### src/rtl/rmii_rx_deframer_if.sv
// Byte-stream bus from the RMII deframer to the GMII-style receive parser.
interface rmii_rx_deframer_if;
  logic [7:0]  o_rxd;
  logic        o_rx_stb;
  logic        o_rx_dv;
  logic        o_rx_er;
  logic        o_frame_end;
  logic [10:0] o_frame_len;
  logic        o_dribble;
  logic        o_oversize;

  modport master (
    output o_rxd, o_rx_stb, o_rx_dv, o_rx_er, o_frame_end, o_frame_len, o_dribble, o_oversize
  );

  modport slave (
    input o_rxd, o_rx_stb, o_rx_dv, o_rx_er, o_frame_end, o_frame_len, o_dribble, o_oversize
  );
endinterface

### src/rtl/rmii_rx_deframer.sv
// RMII receive deframer: dibits at 50 MHz in, strobed GMII bytes out, with preamble/SFD
// detection, CRS_DV toggle handling and frame length / dribble / oversize reporting.
module rmii_rx_deframer #(
  parameter int unsigned PREAMBLE_MIN    = 8,
  parameter int unsigned MAX_FRAME_BYTES = 1536
) (
  input  logic                      clk_rmii,
  input  logic                      rstn,
  input  logic [1:0]                i_rxd,
  input  logic                      i_crs_dv,
  input  logic                      i_rx_er,
  rmii_rx_deframer_if.master        rx_if
);

  localparam logic [3:0]  PreMin   = 4'(PREAMBLE_MIN);
  localparam logic [10:0] MaxBytes = 11'(MAX_FRAME_BYTES);

  typedef enum logic [1:0] {StWaitIdle, StIdle, StPre, StData} state_e;

  state_e      state_q, state_d;
  logic [1:0]  rxd_d1_q;
  logic        crs_d1_q, er_d1_q;
  logic [3:0]  pre_cnt_q, pre_cnt_d;
  logic [1:0]  phase_q, phase_d;
  logic [7:0]  shreg_q, shreg_d;
  logic        err_acc_q, err_acc_d;
  logic [10:0] byte_cnt_q, byte_cnt_d;

  logic [7:0]  rxd_q, rxd_d;
  logic        stb_q, stb_d;
  logic        dv_q, dv_d;
  logic        er_q, er_d;
  logic        fend_q, fend_d;
  logic [10:0] len_q, len_d;
  logic        drib_q, drib_d;
  logic        over_q, over_d;

  logic        carrier_end;
  logic [7:0]  byte_asm;

  // A lone low CRS_DV sample is the RMII toggle; two consecutive lows end the carrier.
  assign carrier_end = ~crs_d1_q & ~i_crs_dv;
  assign byte_asm    = {rxd_d1_q, shreg_q[7:2]};

  // Next-state and output decode; the FSM consumes the d1 stage.
  always_comb begin
    state_d    = state_q;
    pre_cnt_d  = pre_cnt_q;
    phase_d    = phase_q;
    shreg_d    = shreg_q;
    err_acc_d  = err_acc_q;
    byte_cnt_d = byte_cnt_q;
    rxd_d      = rxd_q;
    dv_d       = dv_q;
    er_d       = er_q;
    len_d      = len_q;
    stb_d      = 1'b0;
    fend_d     = 1'b0;
    drib_d     = 1'b0;
    over_d     = 1'b0;

    unique case (state_q)
      StWaitIdle: begin
        if (carrier_end) state_d = StIdle;
      end
      StIdle: begin
        if (crs_d1_q) begin
          if (rxd_d1_q == 2'b01) begin
            state_d   = StPre;
            pre_cnt_d = 4'd1;
          end else if (rxd_d1_q != 2'b00) begin
            state_d = StWaitIdle;
          end
        end
      end
      StPre: begin
        if (carrier_end) begin
          state_d = StIdle;
        end else if (rxd_d1_q == 2'b01) begin
          if (pre_cnt_q != 4'hf) pre_cnt_d = pre_cnt_q + 4'd1;
        end else if (rxd_d1_q == 2'b11 && pre_cnt_q >= PreMin) begin
          stb_d      = 1'b1;
          rxd_d      = 8'hd5;
          dv_d       = 1'b1;
          er_d       = 1'b0;
          state_d    = StData;
          phase_d    = 2'd0;
          byte_cnt_d = 11'd0;
          err_acc_d  = 1'b0;
        end else begin
          state_d = StWaitIdle;
        end
      end
      StData: begin
        if (carrier_end) begin
          // Terminating strobe; any partial byte is dropped and flagged as dribble.
          stb_d   = 1'b1;
          rxd_d   = 8'h00;
          dv_d    = 1'b0;
          er_d    = 1'b0;
          fend_d  = 1'b1;
          len_d   = byte_cnt_q;
          drib_d  = (phase_q != 2'd0);
          state_d = StIdle;
        end else begin
          shreg_d   = byte_asm;
          phase_d   = phase_q + 2'd1;
          err_acc_d = err_acc_q | er_d1_q;
          if (phase_q == 2'd3) begin
            err_acc_d = 1'b0;
            stb_d     = 1'b1;
            if (byte_cnt_q == MaxBytes) begin
              // Byte slot past the limit becomes the terminating strobe.
              rxd_d   = 8'h00;
              dv_d    = 1'b0;
              er_d    = 1'b0;
              fend_d  = 1'b1;
              over_d  = 1'b1;
              len_d   = MaxBytes;
              state_d = StWaitIdle;
            end else begin
              rxd_d      = byte_asm;
              dv_d       = 1'b1;
              er_d       = err_acc_q | er_d1_q;
              byte_cnt_d = byte_cnt_q + 11'd1;
            end
          end
        end
      end
      default: state_d = StWaitIdle;
    endcase
  end

  // Input stage, FSM state and registered outputs; synchronous active-low reset.
  always_ff @(posedge clk_rmii) begin
    if (!rstn) begin
      state_q    <= StWaitIdle;
      rxd_d1_q   <= 2'b00;
      crs_d1_q   <= 1'b0;
      er_d1_q    <= 1'b0;
      pre_cnt_q  <= 4'd0;
      phase_q    <= 2'd0;
      shreg_q    <= 8'h00;
      err_acc_q  <= 1'b0;
      byte_cnt_q <= 11'd0;
      rxd_q      <= 8'h00;
      stb_q      <= 1'b0;
      dv_q       <= 1'b0;
      er_q       <= 1'b0;
      fend_q     <= 1'b0;
      len_q      <= 11'd0;
      drib_q     <= 1'b0;
      over_q     <= 1'b0;
    end else begin
      state_q    <= state_d;
      rxd_d1_q   <= i_rxd;
      crs_d1_q   <= i_crs_dv;
      er_d1_q    <= i_rx_er;
      pre_cnt_q  <= pre_cnt_d;
      phase_q    <= phase_d;
      shreg_q    <= shreg_d;
      err_acc_q  <= err_acc_d;
      byte_cnt_q <= byte_cnt_d;
      rxd_q      <= rxd_d;
      stb_q      <= stb_d;
      dv_q       <= dv_d;
      er_q       <= er_d;
      fend_q     <= fend_d;
      len_q      <= len_d;
      drib_q     <= drib_d;
      over_q     <= over_d;
    end
  end

  assign rx_if.o_rxd       = rxd_q;
  assign rx_if.o_rx_stb    = stb_q;
  assign rx_if.o_rx_dv     = dv_q;
  assign rx_if.o_rx_er     = er_q;
  assign rx_if.o_frame_end = fend_q;
  assign rx_if.o_frame_len = len_q;
  assign rx_if.o_dribble   = drib_q;
  assign rx_if.o_oversize  = over_q;

endmodule

### src/flat_wrapper.sv
// flat-port wrapper written by rule: the top's interface ports become plain ports
module rmii_rx_deframer_flat 
#(
  parameter int unsigned PREAMBLE_MIN    = 8,
  parameter int unsigned MAX_FRAME_BYTES = 1536
)
  (clk_rmii, rstn, i_rxd, i_crs_dv, i_rx_er, rx_if_o_rxd, rx_if_o_rx_stb, rx_if_o_rx_dv, rx_if_o_rx_er, rx_if_o_frame_end, rx_if_o_frame_len, rx_if_o_dribble, rx_if_o_oversize);
  rmii_rx_deframer_if rx_if_i ();
  input  logic clk_rmii;
  input  logic rstn;
  input  logic [1:0] i_rxd;
  input  logic i_crs_dv;
  input  logic i_rx_er;
  output wire logic [$bits(rx_if_i.o_rxd)-1:0] rx_if_o_rxd;
  output wire logic [$bits(rx_if_i.o_rx_stb)-1:0] rx_if_o_rx_stb;
  output wire logic [$bits(rx_if_i.o_rx_dv)-1:0] rx_if_o_rx_dv;
  output wire logic [$bits(rx_if_i.o_rx_er)-1:0] rx_if_o_rx_er;
  output wire logic [$bits(rx_if_i.o_frame_end)-1:0] rx_if_o_frame_end;
  output wire logic [$bits(rx_if_i.o_frame_len)-1:0] rx_if_o_frame_len;
  output wire logic [$bits(rx_if_i.o_dribble)-1:0] rx_if_o_dribble;
  output wire logic [$bits(rx_if_i.o_oversize)-1:0] rx_if_o_oversize;
  assign rx_if_o_rxd = rx_if_i.o_rxd;
  assign rx_if_o_rx_stb = rx_if_i.o_rx_stb;
  assign rx_if_o_rx_dv = rx_if_i.o_rx_dv;
  assign rx_if_o_rx_er = rx_if_i.o_rx_er;
  assign rx_if_o_frame_end = rx_if_i.o_frame_end;
  assign rx_if_o_frame_len = rx_if_i.o_frame_len;
  assign rx_if_o_dribble = rx_if_i.o_dribble;
  assign rx_if_o_oversize = rx_if_i.o_oversize;
  rmii_rx_deframer #(.PREAMBLE_MIN(PREAMBLE_MIN), .MAX_FRAME_BYTES(MAX_FRAME_BYTES)) u_core (.clk_rmii(clk_rmii), .rstn(rstn), .i_rxd(i_rxd), .i_crs_dv(i_crs_dv), .i_rx_er(i_rx_er), .rx_if(rx_if_i));
endmodule
### config.mk
export PLATFORM = sky130hd
export DESIGN_NAME = rmii_rx_deframer_flat
export DESIGN_NICKNAME = d
export VERILOG_FILES = /design/src/rtl/rmii_rx_deframer_if.sv /design/src/rtl/rmii_rx_deframer.sv /design/src/flat_wrapper.sv
export SDC_FILE = /design/constraint.sdc
export NUM_CORES = 1
export LEC_CHECK = 0
export CAP_MARGIN = 20
export CORE_ASPECT_RATIO = 1.2
export CORE_MARGIN = 1.5
export CORE_UTILIZATION = 45
export CTS_BUF_LIST = sky130_fd_sc_hd__clkbuf_8
export DETAILED_ROUTE_END_ITERATION = 8
export HOLD_SLACK_MARGIN = 0.12
export PLACE_DENSITY = 0.67
export SYNTH_ARGS = -nofsm -noshare
export SYNTH_HDL_FRONTEND = slang
export SYNTH_SLANG_ARGS = --single-unit
### constraint.sdc
create_clock -name clk_rmii -period 2.44 [get_ports clk_rmii]
set_input_delay 0.488 -clock clk_rmii [delete_from_list [all_inputs] [get_ports clk_rmii]]
set_output_delay 0.488 -clock clk_rmii [all_outputs]
set_load 0.1 [all_outputs]
==> results of run 1 <==
==> worst min-delay path by stage <==
stage	slack [ns]	depth (start not counted)	endpoint	start
after floorplan	0.46	2	u_core.pre_cnt_q[2]	u_core.pre_cnt_q[2]
after global placement	0.44	2	u_core.rx_if.o_rx_er	u_core.rx_if.o_rx_er
after detailed placement	0.44	2	u_core.rx_if.o_frame_len[9]	u_core.rx_if.o_frame_len[9]
after CTS	0.45	2	u_core.rx_if.o_frame_len[9]	u_core.rx_if.o_frame_len[9]
after global routing	0.47	2	u_core.rx_if.o_frame_len[9]	u_core.rx_if.o_frame_len[9]
final	0.45	2	u_core.rx_if.o_frame_len[9]	u_core.rx_if.o_frame_len[9]
==> registers in the layout (all words and copies together), names as in the netlist <==
signal,flops
u_core.byte_cnt_q,11
u_core.rx_if.o_frame_len,11
u_core.rx_if.o_rxd,8
u_core.shreg_q,6
u_core.pre_cnt_q,4
u_core.phase_q,2
u_core.rxd_d1_q,2
u_core.state_q,2
u_core.crs_d1_q,1
u_core.er_d1_q,1
u_core.err_acc_q,1
u_core.rx_if.o_dribble,1
u_core.rx_if.o_frame_end,1
u_core.rx_if.o_oversize,1
u_core.rx_if.o_rx_dv,1
u_core.rx_if.o_rx_er,1
u_core.rx_if.o_rx_stb,1
==> per-layer routing <==
metal	vias to the layer above	share of wire, %	GRT usage [%]
li1	1075	-	-
met1	1001	48	26.8
met2	36	48	32.3
met3	6	3.0	3.62
met4	0	1.3	5.42
met5	-	0	0
==> logic make-up after synthesis <==
family | synth area share, %
muxes | 3.26
adders and majority gates | 3.05
AOI/OAI and AO/OA | 24.6
buffers and inverters | 5.90
DFF | 44.8
and+or+nand+nor | 18.5
==> power breakdown <==
part           internal, uW  total (uW)  switching (uW)
clock network           409         713             304
registers               912         927            14.5
logic                  64.4         195             131
total                  1390        1840             449
==> synth_stat cells (2+ instances only) <==
cell and number:
nor4_1 7, ha_1 6, nand2_1 24, a22oi_1 4, a211oi_1 4, o21a_1 2
nor3_1 4, a32o_1 13, o211ai_1 6, and3_1 2, nor2_1 18, o21ai_0 12
o31ai_1 2, inv_1 13, nand2b_1 5, or4_4 2, and2_1 5, nand3_1 11
nand4_1 2, clkbuf_1 18, o32ai_1 2, mux2i_1 8, nor3b_1 2, dfxtp_1 55
or2_2 2, buf_2 2, a311oi_1 2, a41oi_1 2, a21oi_1 21
==> cell type report <==
cell class	instances	area share (%)
Clock buffer	5	2.37
Clock inverter	3	2.32
Inverter	14	1.81
Multi-Input combinational cell	187	41.7
Sequential cell	55	37.8
Tap cell	62	2.67
Timing Repair Buffer	42	11.3
==> critical path, stage by stage (launching register included) <==
cell and delay (ns):
dfxtp_1 0.38, or4_4 0.58, or4_4 0.51, a21o_1 0.34
a32o_1 0.32
==> stage by stage <==
| step | power (uW) | cell area, um2 | worst slack, ns | std cells | util (%) |
|---|---|---|---|---|---|
| floorplan | 1090 | 2460 | 0.352 | 278 | - |
| global placement | 1140 | 2770 | 0.234 | 360 | 52.7 |
| detailed placement | 1140 | 2770 | 0.186 | 360 | 52.7 |
| CTS | 1840 | 2910 | 0.182 | 368 | 55.3 |
| global route | 1900 | 2910 | 0.0847 | 368 | 55.3 |
| finish | 1840 | 2910 | 0.204 | 368 | 55.3 |
==> summary.txt, run 1 <==
Clock network
  • Largest buffer count on any clock path: 2
  • Setup bufs post-CTS: 0
  • CTS sink cnt: 55
  • TritonCTS clock tree: done
  • Worst-skew pair later-pin latency: 0.31 ns
  • Max H-tree Level: 2
  • Resize count post-CTS: 0
  • Root buffer cell: clkbuf_8
  • Number of buffers added by the clock tree synthesis step: 5
  • Clock-pin slew on the worst setup and hold paths: 0.10 ns
  • Hold buffers post-CTS: 0

Drt
  • Post-DRT Antenna Nets: 0
  • Total wire length after detailed routing: 5540 um
  • Vias: 2118
  • Drt first pass iters: 4
  • Iteration-0 DRC count of the detailed router: 216
  • Number of vias per cell: 5.76
  • Average wire length per cell after detail routing: approximately 15 um
  • Number of design rule violations left after detail routing: 0

Synth
  • Number of distinct library cells after synthesis: 51
  • Number of synthesized register bits: 55
  • Share of flip-flops with an asynchronous set or reset after synthesis: 0%
  • Total of warnings raised by yosys: 0
  • Cell type contributing the most total cell area after synthesis: dfxtp_1
  • Synth Net Count: 290
  • Avg Cell Area, Syn: 8.85 um2
  • Number of synthesized flops with an enable pin: 0
  • Leading cell types by total area after synthesis: dfxtp_1, a32o_1, a21oi_1
  • Summed instance area of the synthesized netlist: 2460 um2
  • Proportion of synthesized chip area in sequential cells: 44.8%
  • Cells after synthesis: approximately 280
  • Share of the synthesized area in the top cell type: 44.8%
  • Main flop type after synthesis: dfxtp_1

Timing
  • Tightest Pin Transition: 0.475 ns
  • Final hold violation count: 0
  • Final hold slack: 0.448 ns
  • Setup repair after global routing missed its margin: false
  • Maximum operating frequency: 0.447 GHz
  • Setup TNS: 0 ns
  • Final setup violation count: 0
  • Final max-slew violation count: 0
  • Final period utilization: 91.7%
  • Shortest period the worst path allows: roughly 2.2 ns
  • Max-slew headroom at the worst pin: 68.0%
  • Worst Clk Skew: 0.00805 ns

Critical path
  • Required time at the worst-slack endpoint: 2.65 ns
  • Setup crit end kind: flip-flop
  • Crit path arrival time: 2.45 ns
  • Worst setup path end: u_core.rx_if.o_frame_len[4]
  • Worst setup startpoint: u_core.byte_cnt_q[4]
  • Worst reg2reg startpoint: u_core.byte_cnt_q[4]
  • Worst reg2reg setup slack: slightly above 0.2 ns
  • R2R cell count: 4
  • Type of element launching the critical path: flip-flop
  • Biggest fanout along the worst timing path: 12
  • Critical Setup Path Class: reg -> reg
  • R2r endpoint: u_core.rx_if.o_frame_len[4]

Place
  • HPWL Detailed: 3820 um
  • Count of input and output buffers: 30
  • Routability-driven placement congestion ratio: 0.799

Cells and area
  • Antenna Diode Count: 0
  • Area of combinational cells with multiple inputs: 1210 um2
  • Most common library cell in the layout ignoring fill and taps: dfxtp_1
  • Layout area overhead: 18.3%
  • Filler instances: just under 500
  • Total Nets Final: roughly 320
  • Sequential cell area: about 1100 um2
  • Commonest cells after routing, fill and taps aside: dfxtp_1, buf_4, nand2_1, a21oi_1, nor2_1
  • Proportion of layout cells with a drive suffix above 1: 17.6%

Outcome
  • Run status: complete, no violations

Hold path
  • Type of the worst min-delay path: reg -> reg

Floorplanning
  • Starting density of the core: between 40 and 50%
  • Die Ht: 84.0 um
  • Number of top-level design ports: 31
  • Core region area: around 5300 um2
  • Cell Rows: 29
  • Die Width: 70.5 um
  • Total Die Area: 5920 um2

Global routing
  • Wire length of the first global-routing pass: 9670 um
  • Number of antenna violations at the first check in global routing: 0
  • Pin count of the biggest net entering global routing: 22
  • Overflow left after global routing: 0
  • Via count of the first global-routing pass: 2033
  • All-layer global routing usage: 19.8%

Power
  • Pwr per Cell Area: approximately 630 nW/um2
  • Leak Pwr: 0.00103 uW
  • VDD IR-drop max: between 0.3 and 0.4 mV

Run
  • Max-Cap Viols: 0
Power figures use the tool's default switching activity.
==> inputs of run 2 (changes only) <==
--- a/config.mk
+++ b/config.mk
@@ -6,8 +6,7 @@
 export NUM_CORES = 1
 export LEC_CHECK = 0
 export CAP_MARGIN = 20
-export CORE_ASPECT_RATIO = 1.2
-export CORE_MARGIN = 1.5
+export CORE_ASPECT_RATIO = 2
 export CORE_UTILIZATION = 45
 export CTS_BUF_LIST = sky130_fd_sc_hd__clkbuf_8
 export DETAILED_ROUTE_END_ITERATION = 8
==> summary.txt, run 2 (synthesis gave the netlist of run 1 again) <==
Place
  • Pre-CTS WS: 0.224 ns (+0.0380 ns)
  • Count of input and output buffers: 30 (unchanged)
  • Placed Cells: 354 (-1.7%)
  • HPWL Detailed: 4010 um (+5.1%)
  • Routability-driven placement congestion ratio: 0.856 (+7.1%)

Power
  • Tot Pwr: 1610 uW (-12%)
  • VDD IR-drop max: 0.593 mV (+59%)
  • Pwr per Cell Area: 568 nW/um2 (-10%)
  • Leak Pwr: 0.00100 uW (-3.0%)

Floorplanning
  • Total Die Area: 5780 um2 (-2.3%)
  • Starting density of the core: 47.4% (+0.69 points)
  • Core region area: 5180 um2 (-1.5%)
  • Die Width: 54.3 um (-23%)
  • Cell Rows: 37 (+28%)
  • Die Ht: 107 um (+27%)
  • Number of top-level design ports: 31 (unchanged)

Timing
  • Tightest Pin Transition: 0.448 ns (-0.0278 ns)
  • Final setup violation count: 0 (unchanged)
  • Final hold violation count: 0 (unchanged)
  • Worst Setup Slack, final: 0.202 ns (-0.00171 ns)
  • Final max-slew violation count: 0 (unchanged)
  • Shortest period the worst path allows: 2.24 ns (+0.00171 ns)
  • Setup TNS: 0 ns (unchanged)
  • Maximum operating frequency: 0.447 GHz (about the same)
  • Final hold slack: 0.453 ns (+0.00507 ns)
  • Worst Clk Skew: 0.0124 ns (+0.00440 ns)
  • Setup repair after global routing missed its margin: false
  • Final period utilization: 91.7% (about the same)
  • Max-slew headroom at the worst pin: 69.9% (+1.8 points)

Drt
  • Post-DRT Antenna Nets: 0 (unchanged)
  • Number of vias per cell: 5.90 (+2.4%)
  • Total wire length after detailed routing: 5620 um (+1.6%)
  • Drt first pass iters: 5 (+1)
  • Vias: 2134 (+0.76%)
  • Iteration-0 DRC count of the detailed router: 55 (-75%)
  • Number of design rule violations left after detail routing: 0 (unchanged)
  • Average wire length per cell after detail routing: 15.5 um (+3.3%)

Cells and area
  • Commonest cells after routing, fill and taps aside: dfxtp_1, buf_4, nand2_1, a21oi_1, nor2_1
  • Antenna Diode Count: 0 (unchanged)
  • Final Instance Count excl. Fillers: 362 (-1.6%)
  • Layout area overhead: 15.4%
  • Most common library cell in the layout ignoring fill and taps: dfxtp_1
  • Filler instances: 512 (+4.7%)
  • Total Nets Final: 315 (-0.63%)
  • Proportion of layout cells with a drive suffix above 1: 16.8% (-0.87 points)

Hold path
  • Type of the worst min-delay path: reg -> reg

Clock network
  • Root buffer cell: clkbuf_8
  • Largest buffer count on any clock path: 2 (unchanged)
  • TritonCTS clock tree: done
  • Clock-pin slew on the worst setup and hold paths: 0.09 ns (about the same)
  • CTS sink cnt: 55 (unchanged)
  • Worst-skew pair later-pin latency: 0.32 ns (about the same)
  • Setup bufs post-CTS: 0 (unchanged)
  • Hold buffers post-CTS: 0 (unchanged)
  • Max H-tree Level: 2 (unchanged)
  • Number of buffers added by the clock tree synthesis step: 5 (unchanged)
  • Resize count post-CTS: 0 (unchanged)

Critical path
  • Crit path arrival time: 2.44 ns (about the same)
  • Required time at the worst-slack endpoint: 2.64 ns (about the same)
  • Setup crit end kind: flip-flop
  • Critical Setup Path Class: reg -> reg
  • Type of element launching the critical path: flip-flop
  • Biggest fanout along the worst timing path: 12 (unchanged)

Run
  • Max-Cap Viols: 0 (unchanged)

Global routing
  • Wire length of the first global-routing pass: 9250 um (-4.4%)
  • Overflow left after global routing: 0 (unchanged)
  • Number of antenna violations at the first check in global routing: 0 (unchanged)
  • Via count of the first global-routing pass: 1969 (-3.1%)
  • All-layer global routing usage: 21.7% (+1.9 points)
  • Pin count of the biggest net entering global routing: 26 (+18%)

Outcome
  • Run status: complete, no violations
==> run 2: changes by cell type in the layout (fill, tap and decap cells not counted), sizes merged <==
cell,previous run,this run
clkinv,0,1
buf,37,35
bufinv,2,0
inv,14,15
==> run 2: per-stage QoR <==
| stage | utilization, % | cell area, um2 |
|---|---|---|
| after floorplan | - | 2460 |
| after global placement | 53.1 | 2750 |
| after detailed placement | 53.1 | 2750 |
| after CTS | 54.7 | 2840 |
| after global routing | 54.7 | 2840 |
| final | 54.7 | 2840 |
==> run 2: critical path, stage by stage (launching register included) <==
cell and delay (ns):
dfxtp_1 0.38, or4_4 0.57, or4_4 0.52, a21o_1 0.34, a32o_1 0.32
==> run 2: layout make-up <==
type	count	area (um2)	share of cell area, %
repair buffers	40	313	11.0
flip-flops and latches	55	1100	38.8
multi-input cells	187	1210	42.8
well taps	58	72.6	2.56
inverters	14	52.6	1.85
clock buffers	5	68.8	2.43
clock inverters	3	16.3	0.573
==> run 2: path summary, 6_finish.rpt <==
path	slack [ns]	end	cells after the start	from
worst max-delay path	0.20	u_core.rx_if.o_frame_len[1]	4	u_core.byte_cnt_q[4]
worst min-delay path	0.45	u_core.rx_if.o_frame_len[10]	2	u_core.rx_if.o_frame_len[10]
worst max register to register	0.20	u_core.rx_if.o_frame_len[1]	4	u_core.byte_cnt_q[4]
worst min register to register	0.45	u_core.rx_if.o_frame_len[10]	2	u_core.rx_if.o_frame_len[10]
==> run 2: metal layers <==
metal / vias up / global-route usage [%] / part of all wire (%)
li1: 1070 / - / -
met1: 1015 / 25.3 / 43
met2: 36 / 35.2 / 51
met3: 13 / 4.43 / 2.7
met4: 0 / 11.7 / 3.2
met5: - / 0 / 0
==> run 2: where the power goes <==
part / leakage, uW / switching [uW] / internal [uW] / total, uW
Clock: 0.0000453 / 293 / 197 / 490
Sequential: 0.000445 / 14.4 / 912 / 927
Combinational: 0.000511 / 131 / 63.9 / 195
Total: 0.00100 / 438 / 1170 / 1610
==> inputs of run 3 (changes only) <==
--- a/config.mk
+++ b/config.mk
@@ -12,6 +12,7 @@
 export DETAILED_ROUTE_END_ITERATION = 8
 export HOLD_SLACK_MARGIN = 0.12
 export PLACE_DENSITY = 0.67
+export SLEW_MARGIN = 15
 export SYNTH_ARGS = -nofsm -noshare
 export SYNTH_HDL_FRONTEND = slang
 export SYNTH_SLANG_ARGS = --single-unit
==> results of run 3 <==
The final DEF is identical to that of run 2; final timing and power are the same.
